[src/rtl/mult_pkg.sv]
// Shared types and helpers for the Baugh-Wooley multiplier datapath and its accumulate stage.
package mult_pkg;

    typedef enum logic [1:0] {
        IDLE  = 2'd0,
        ACCUM = 2'd1,
        DONE  = 2'd2
    } state_t;

    localparam int PROD_W_DEF = 8;
    localparam int ACC_W_DEF  = 16;
    localparam int LEN_W_DEF  = 4;
    localparam int SEXT_W     = 64;

    // Sign-extend the low 'width' bits of value to SEXT_W; callers truncate to their own width.
    function automatic logic [SEXT_W-1:0] sign_extend(input logic [SEXT_W-1:0] value,
                                                      input int width);
        logic signed [SEXT_W-1:0] shifted;
        shifted = $signed(value << (SEXT_W - width));
        return shifted >>> (SEXT_W - width);
    endfunction

endpackage

[src/rtl/mac_add_ovf.sv]
// Combinational wrapping add of a sign-extended product into the accumulator, with signed overflow.
module mac_add_ovf
    import mult_pkg::*;
#(
    parameter int PROD_W = PROD_W_DEF,
    parameter int ACC_W  = ACC_W_DEF
) (
    input  logic [ACC_W-1:0]  acc,
    input  logic [PROD_W-1:0] prod,
    output logic [ACC_W-1:0]  sum,
    output logic              ovf
);

    logic [ACC_W-1:0] addend;

    assign addend = ACC_W'(sign_extend(SEXT_W'(prod), PROD_W));
    assign sum    = acc + addend;
    // Overflow: both operands share a sign and the wrapped sum does not.
    assign ovf    = (acc[ACC_W-1] == addend[ACC_W-1]) && (sum[ACC_W-1] != acc[ACC_W-1]);

endmodule

[src/rtl/bw_mac_accum.sv]
// Burst accumulator: sums len signed products (len=0 means 2^LEN_W) and hands one result downstream.
module bw_mac_accum
    import mult_pkg::*;
#(
    parameter int PROD_W = PROD_W_DEF,
    parameter int ACC_W  = ACC_W_DEF,
    parameter int LEN_W  = LEN_W_DEF
) (
    input  logic              clk,
    input  logic              rst_n,
    input  logic              start,
    input  logic [LEN_W-1:0]  len,
    input  logic              in_valid,
    output logic              in_ready,
    input  logic [PROD_W-1:0] in_prod,
    output logic              out_valid,
    input  logic              out_ready,
    output logic [ACC_W-1:0]  out_acc,
    output logic              out_ovf,
    output logic              busy
);

    localparam int CNT_W = LEN_W + 1;

    state_t           state;
    state_t           state_nxt;
    logic [ACC_W-1:0] acc;
    logic [ACC_W-1:0] sum;
    logic             ovf;
    logic             step_ovf;
    logic [CNT_W-1:0] cnt;
    logic             xfer;

    // Handshakes: a word moves on a cycle where valid and ready are both high at the rising edge;
    // in_ready depends only on state, and out_acc/out_ovf hold steady while out_valid waits for out_ready.
    assign xfer = in_valid && in_ready;

    mac_add_ovf #(
        .PROD_W(PROD_W),
        .ACC_W (ACC_W)
    ) u_add (
        .acc (acc),
        .prod(in_prod),
        .sum (sum),
        .ovf (step_ovf)
    );

    always_ff @(posedge clk or negedge rst_n) begin
        if (!rst_n) begin
            state <= IDLE;
        end else begin
            state <= state_nxt;
        end
    end

    always_comb begin
        state_nxt = state;
        case (state)
            IDLE:    if (start) state_nxt = ACCUM;
            ACCUM:   if (xfer && cnt == CNT_W'(1)) state_nxt = DONE;
            DONE:    if (out_ready) state_nxt = IDLE;
            default: state_nxt = IDLE;
        endcase
    end

    always_comb begin
        in_ready  = 1'b0;
        out_valid = 1'b0;
        busy      = 1'b0;
        case (state)
            ACCUM: begin
                in_ready = 1'b1;
                busy     = 1'b1;
            end
            DONE: begin
                out_valid = 1'b1;
                busy      = 1'b1;
            end
            default: ;
        endcase
    end

    // Only the start branch clears acc, so the last result stays visible through IDLE.
    always_ff @(posedge clk or negedge rst_n) begin
        if (!rst_n) begin
            acc <= '0;
            ovf <= 1'b0;
            cnt <= '0;
        end else if (state == IDLE && start) begin
            acc <= '0;
            ovf <= 1'b0;
            cnt <= (len == '0) ? (CNT_W'(1) << LEN_W) : CNT_W'(len);
        end else if (xfer) begin
            acc <= sum;
            ovf <= ovf | step_ovf;
            cnt <= cnt - CNT_W'(1);
        end
    end

    assign out_acc = acc;
    assign out_ovf = ovf;

endmodule

[config.mk]
export PLATFORM = sky130hd
export DESIGN_NAME = bw_mac_accum
export DESIGN_NICKNAME = d
export VERILOG_FILES = /design/src/rtl/mult_pkg.sv /design/src/rtl/mac_add_ovf.sv /design/src/rtl/bw_mac_accum.sv
export SDC_FILE = /design/constraint.sdc
export NUM_CORES = 1
export LEC_CHECK = 0
export CAP_MARGIN = 0
export CORE_MARGIN = 1
export CORE_UTILIZATION = 35
export CTS_BUF_LIST = sky130_fd_sc_hd__clkbuf_16
export CTS_CLUSTER_DIAMETER = 30
export DETAILED_ROUTE_END_ITERATION = 8
export PLACE_DENSITY = 0.56
export SYNTH_ARGS = -nofsm -noshare
export SYNTH_HDL_FRONTEND = slang
export SYNTH_HIERARCHICAL = 1
export SYNTH_SLANG_ARGS = --single-unit
[constraint.sdc]
create_clock -name clk -period 2.6 [get_ports clk]
set_input_delay 0.52 -clock clk [delete_from_list [all_inputs] [get_ports clk]]
set_output_delay 0.52 -clock clk [all_outputs]
set_load 0.01 [all_outputs]
Word-level counts from Yosys, hierarchy flattened
Cells that the tools add are included.

word-level totals
  bits of input ports = 17
  register bits after elaboration = 24
  logic and storage cells = 38
  output and inout port bits = 20

cells by class
  bitwise operators = 1
  equality and inequality tests = 8
  $add $sub $neg = 2
  reductions and logical operators = 9
  muxes and demuxes = 14

operators with widths
  kind                 number
  $mux 16              2
  $add 16x16->16       1
  $mux 5               3
  $mux 2               3
  $ne 2x2->1 const B   3
  $pmux 2 s3           1
  $eq 5x1->1 const B   1
  $mux 1               5
  $sub 5x1->5 const B  1
  $logic_and 1x1->1    4
  $logic_not 4->1      1
  $reduce_and 3->1     1
  $eq 2x1->1 const B   1
  $eq 2x2->1 const B   1
  $logic_not 2->1      1
  $reduce_bool 2->1    1
  $reduce_or 2->1      1
  $eq 1x1->1           1
  $ne 1x1->1           1
  $or 1x1->1           1

Longest topological paths before layout
  depth after elaboration = 6
  depth in mapped cells = 10
  depth with buffers taken out = 10

By module
Netlist, hierarchy kept.

by module, submodules not included
  module        cells each  area an instance (sq um)  seq. area each (sq um)  times used
  bw_mac_accum  124         1153.6                    600.6                   1
  mac_add_ovf   93          696.9                     0.0                     1

Worst setup path after synthesis
OpenSTA, ideal clock, no wires.

  kind = input-to-reg
  start point = input port in_prod[0]
  end point = register acc[12], in the netlist out_acc[12]
  stages = 10
  buffers on the path = 0
  setup time = 78 ps
  path slack = 370 ps
  arrival time = 2152 ps
  required time = 2522 ps
  path through = ha_1 -> fa_1 -> a21oi_1 -> o211ai_1 -> a21oi_1 -> o21bai_1 -> a21oi_1 -> xnor2_1 -> nand2_1 -> a21oi_1

between the ends
  cells in the longest elaborated chain, start to end = 3

ends and longest elaborated chain
  item                    line                RTL
  start: declaration      bw_mac_accum.sv:15  input logic [PROD_W-1:0] in_prod,
  $add 16x16->16          mac_add_ovf.sv:17   assign sum = acc + addend;
  via sum[12]             bw_mac_accum.sv:28  logic [ACC_W-1:0] sum;
  $mux 16                 bw_mac_accum.sv:93  end else if (xfer) begin
  $mux 16                 bw_mac_accum.sv:89  end else if (state == IDLE && start) begin
  end signal: assignment  bw_mac_accum.sv:94  acc <= sum;
  end: declaration        bw_mac_accum.sv:27  logic [ACC_W-1:0] acc;

The timed path passes the listed nets, and every way through them passes these cells. The select of a mux whose other input is x is not followed.
A chain may end at the register's enable or synchronous reset.

Worst setup path after layout
  start point = input port in_prod[4]
  end point = register ovf, in the netlist out_ovf

between the ends
  cells in the longest elaborated chain, start to end = 6

ends and longest elaborated chain
  item                    line                RTL
  $add 16x16->16          mac_add_ovf.sv:17
  $ne 1x1->1              mac_add_ovf.sv:19   assign ovf = (acc[ACC_W-1] == addend[ACC_W-1]) && (sum[ACC_W-1] != acc[ACC_W-1]);
  $logic_and 1x1->1       mac_add_ovf.sv:19
  via step_ovf            bw_mac_accum.sv:30  logic step_ovf;
  $or 1x1->1              bw_mac_accum.sv:95  ovf <= ovf | step_ovf;
  $mux 1                  bw_mac_accum.sv:93
  $mux 1                  bw_mac_accum.sv:89
  end signal: assignment  bw_mac_accum.sv:95
  end: declaration        bw_mac_accum.sv:29  logic ovf;

The timed path passes the listed nets, and every way through them passes these cells. The select of a mux whose other input is x is not followed.

==> results.cfg <==
[synthesis]
synth_area_mm2 = 0.001851
synth_area_leader_cell = dfrtp_1
ys_seq_elements = 24
synthTopCellsByCount = 44 x nand2_1, 29 x a21oi_1, 24 x dfrtp_1
synth_edf_count = 0
yosysWarnings = 6
synth_top_cell_area_share = 0.3245
async_flop_share = 1.000
synth_flop_cell = dfrtp_1
synth.most_common_cell = nand2_1
seq_area_frac_synth = 0.3245
yosys-top-cells-area = dfrtp_1 32%, ha_1 15%, nand2_1 8.9%
synth_nets = 257
syn_area_per_cell_um2 = 8.528
syn_inst = 217
synth.distinct_cells = 41

[clock_tree]
h-tree-depth = 1
clockBufferDepth = 2
cts-resized-gates = 0
insertion_delay_ns = 0.26
cts_buffers = 3
postCtsSetupBuffers = 0
cts.sinks = 24
ctsHoldBuffers = 0
root_buffer = clkbuf_16
cts_tree = done
clkSlewWorstSetupHoldPaths_ns = 0.06

[setup_path]
r2r_start = out_acc[4]
required_ns = 2.73
cp-start-kind = primary input
r2r_cells = 9
r2r_end = out_ovf
end_kind = register
crit_path_max_fanout = 4
reg2reg_slack_ns = 0.39
crit_start = in_prod[4]
crit_arrival_ns = 2.58
path_class = in2reg
worstSetupEndpoint = out_ovf

[timing]
setup_viol_count_final = 0
hold_viol = 0
tightest_slew_ns = 0.4900
finClkSkew_ns = 0.004505
timing.hold.ws_ns = 0.5033
fin_crit_sh = 0.9440
slew_headroom = 0.6734
slew_violations = 0
min_period_ns = 2.454
fmax_mhz = 407.4

[grt]
grt_max_degree = 25
track_usage = 0.1760
grt_antenna_before_repair = 0
grt_pass1_wl_um = 7624
grt_overflow_total = 0
grt_pass1_vias = 1707

[routing]
routed_wirelength_um = 4500
routed_via_density = 4.941
vias = 1754
drc = 0
dr.first_iter.drc_count = 82
wire_per_inst_um = 12.68
firstDrtPassIters = 4
ant_nets = 0

[final_layout]
fillCellCount = 502
layout-drive-gt1-share = 0.1684
area_growth_pct = 43.81
nNetsFinal = 326
antenna_cells = 0

[hold_path]
min_path_cells = 2
hold_class = reg2reg

[floorplan]
die_y_um = 74.72
row_count = 26
start_util = 0.3623
dieArea_mm2 = 0.005582
core_region_area_mm2 = 0.005107
io_pins = 37
die_x_um = 74.72

[power_and_ir_drop]
ir_drop_mv = 0.5443
power_mw = 2.627
leakage_nw = 1.232
power.density_mw_per_mm2 = 987.1

[job]
cap_violations = 0

[placement]
port_buffers = 36
place_congestion = 0.8351
dp_hpwl_um = 3466

[status]
status = completed
## cells in the final DEF, fill, tap and decap left out, types with 2 or more instances in the layout
| master | n |
|---|---|
| mux2_1 | 2 |
| xor2_1 | 7 |
| nor2_1 | 9 |
| o21ai_0 | 4 |
| dfrtp_1 | 24 |
| inv_1 | 9 |
| a31oi_1 | 5 |
| xnor2_1 | 10 |
| a21o_1 | 4 |
| nand3_1 | 3 |
| a21oi_1 | 27 |
| o21ai_1 | 5 |
| buf_4 | 34 |
| nor2b_1 | 3 |
| nand2_1 | 44 |
| ha_1 | 22 |
| clkdlybuf4s50_1 | 35 |
| nand4_1 | 4 |
| and2_1 | 2 |
| clkbuf_16 | 3 |
| a21oi_2 | 2 |
| a21oi_4 | 2 |
| o21bai_1 | 3 |
## where the power goes
part	internal [mW]	total, mW	switching [mW]	leakage [nW]
Clock	0.306	0.445	0.139	0.0511
Sequential	0.512	0.639	0.126	0.310
Combinational	0.800	1.54	0.743	0.871
Total	1.62	2.63	1.01	1.23
## flip-flops by register name, summed over array words and instances (netlist names)
register / flops
cnt: 5
out_acc: 16
out_ovf: 1
state: 2
## routing by layer
metal,GRT usage,share of wire,up-vias
met5,0,0,-
met4,0.02516,0.0051,0
met2,0.3003,0.48,39
li1,-,-,892
met3,0.03347,0.041,2
met1,0.2369,0.47,821
## stage by stage
stage | cells | utilization | setup slack [ns] | cell area (um^2) | TNS [ns]
after floorplan | 217 | - | 0.3700 | 1851 | 0
after global placement | 351 | 0.4951 | -0.1974 | 2529 | -1.239
after detailed placement | 351 | 0.4951 | -0.2318 | 2529 | -1.449
after CTS | 355 | 0.5157 | 0.01871 | 2634 | 0
after global routing | 355 | 0.5211 | -0.006618 | 2661 | -0.006618
final | 355 | 0.5211 | 0.1455 | 2661 | 0
## layout make-up
| class | count | area (um^2) | area share |
|---|---|---|---|
| multi-input combinational | 178 | 1216 | 0.4570 |
| timing repair buffer | 70 | 618.1 | 0.2323 |
| sequential | 24 | 600.6 | 0.2257 |
| tap | 70 | 87.58 | 0.03291 |
| clock buffer | 3 | 75.07 | 0.02821 |
| inverter | 9 | 33.78 | 0.01269 |
| clock inverter | 1 | 30.03 | 0.01128 |
## critical path, stage by stage
cell	delay [ns]
clkdlybuf4s50_1	0.40
ha_1	0.33
a21oi_2	0.19
nand2_1	0.09
a221o_1	0.39
a21oi_4	0.23
o31ai_2	0.11
mux2i_1	0.14
a21oi_1	0.13
nor2_1	0.05
## kinds of logic (layout without fill, tap and decap cells)
logic type / count (synthesis) / in the layout / synth area share
and+or+nand+nor: 73 / 73 / 0.1765
AOI/OAI and AO/OA: 62 / 62 / 0.2096
DFF: 24 / 24 / 0.3245
adders and majority gates: 23 / 23 / 0.1596
xor gates and xnor gates: 17 / 17 / 0.08046
buffers and inverters: 15 / 83 / 0.03177
muxes: 3 / 3 / 0.01758
## worst min-delay path by stage
| stage | start | end | slack (ns) |
|---|---|---|---|
| 3_3_place_gp | out_ovf | out_ovf | 0.50 |
| 6_report | out_ovf | out_ovf | 0.50 |
| 3_5_place_dp | out_ovf | out_ovf | 0.50 |
| 5_1_grt | state[1] | state[1] | 0.55 |
| 4_1_cts | out_ovf | out_ovf | 0.51 |
| 2_1_floorplan | rst_n | cnt[0] | 0.22 |
No activity file was read; power rests on OpenSTA's default activity.
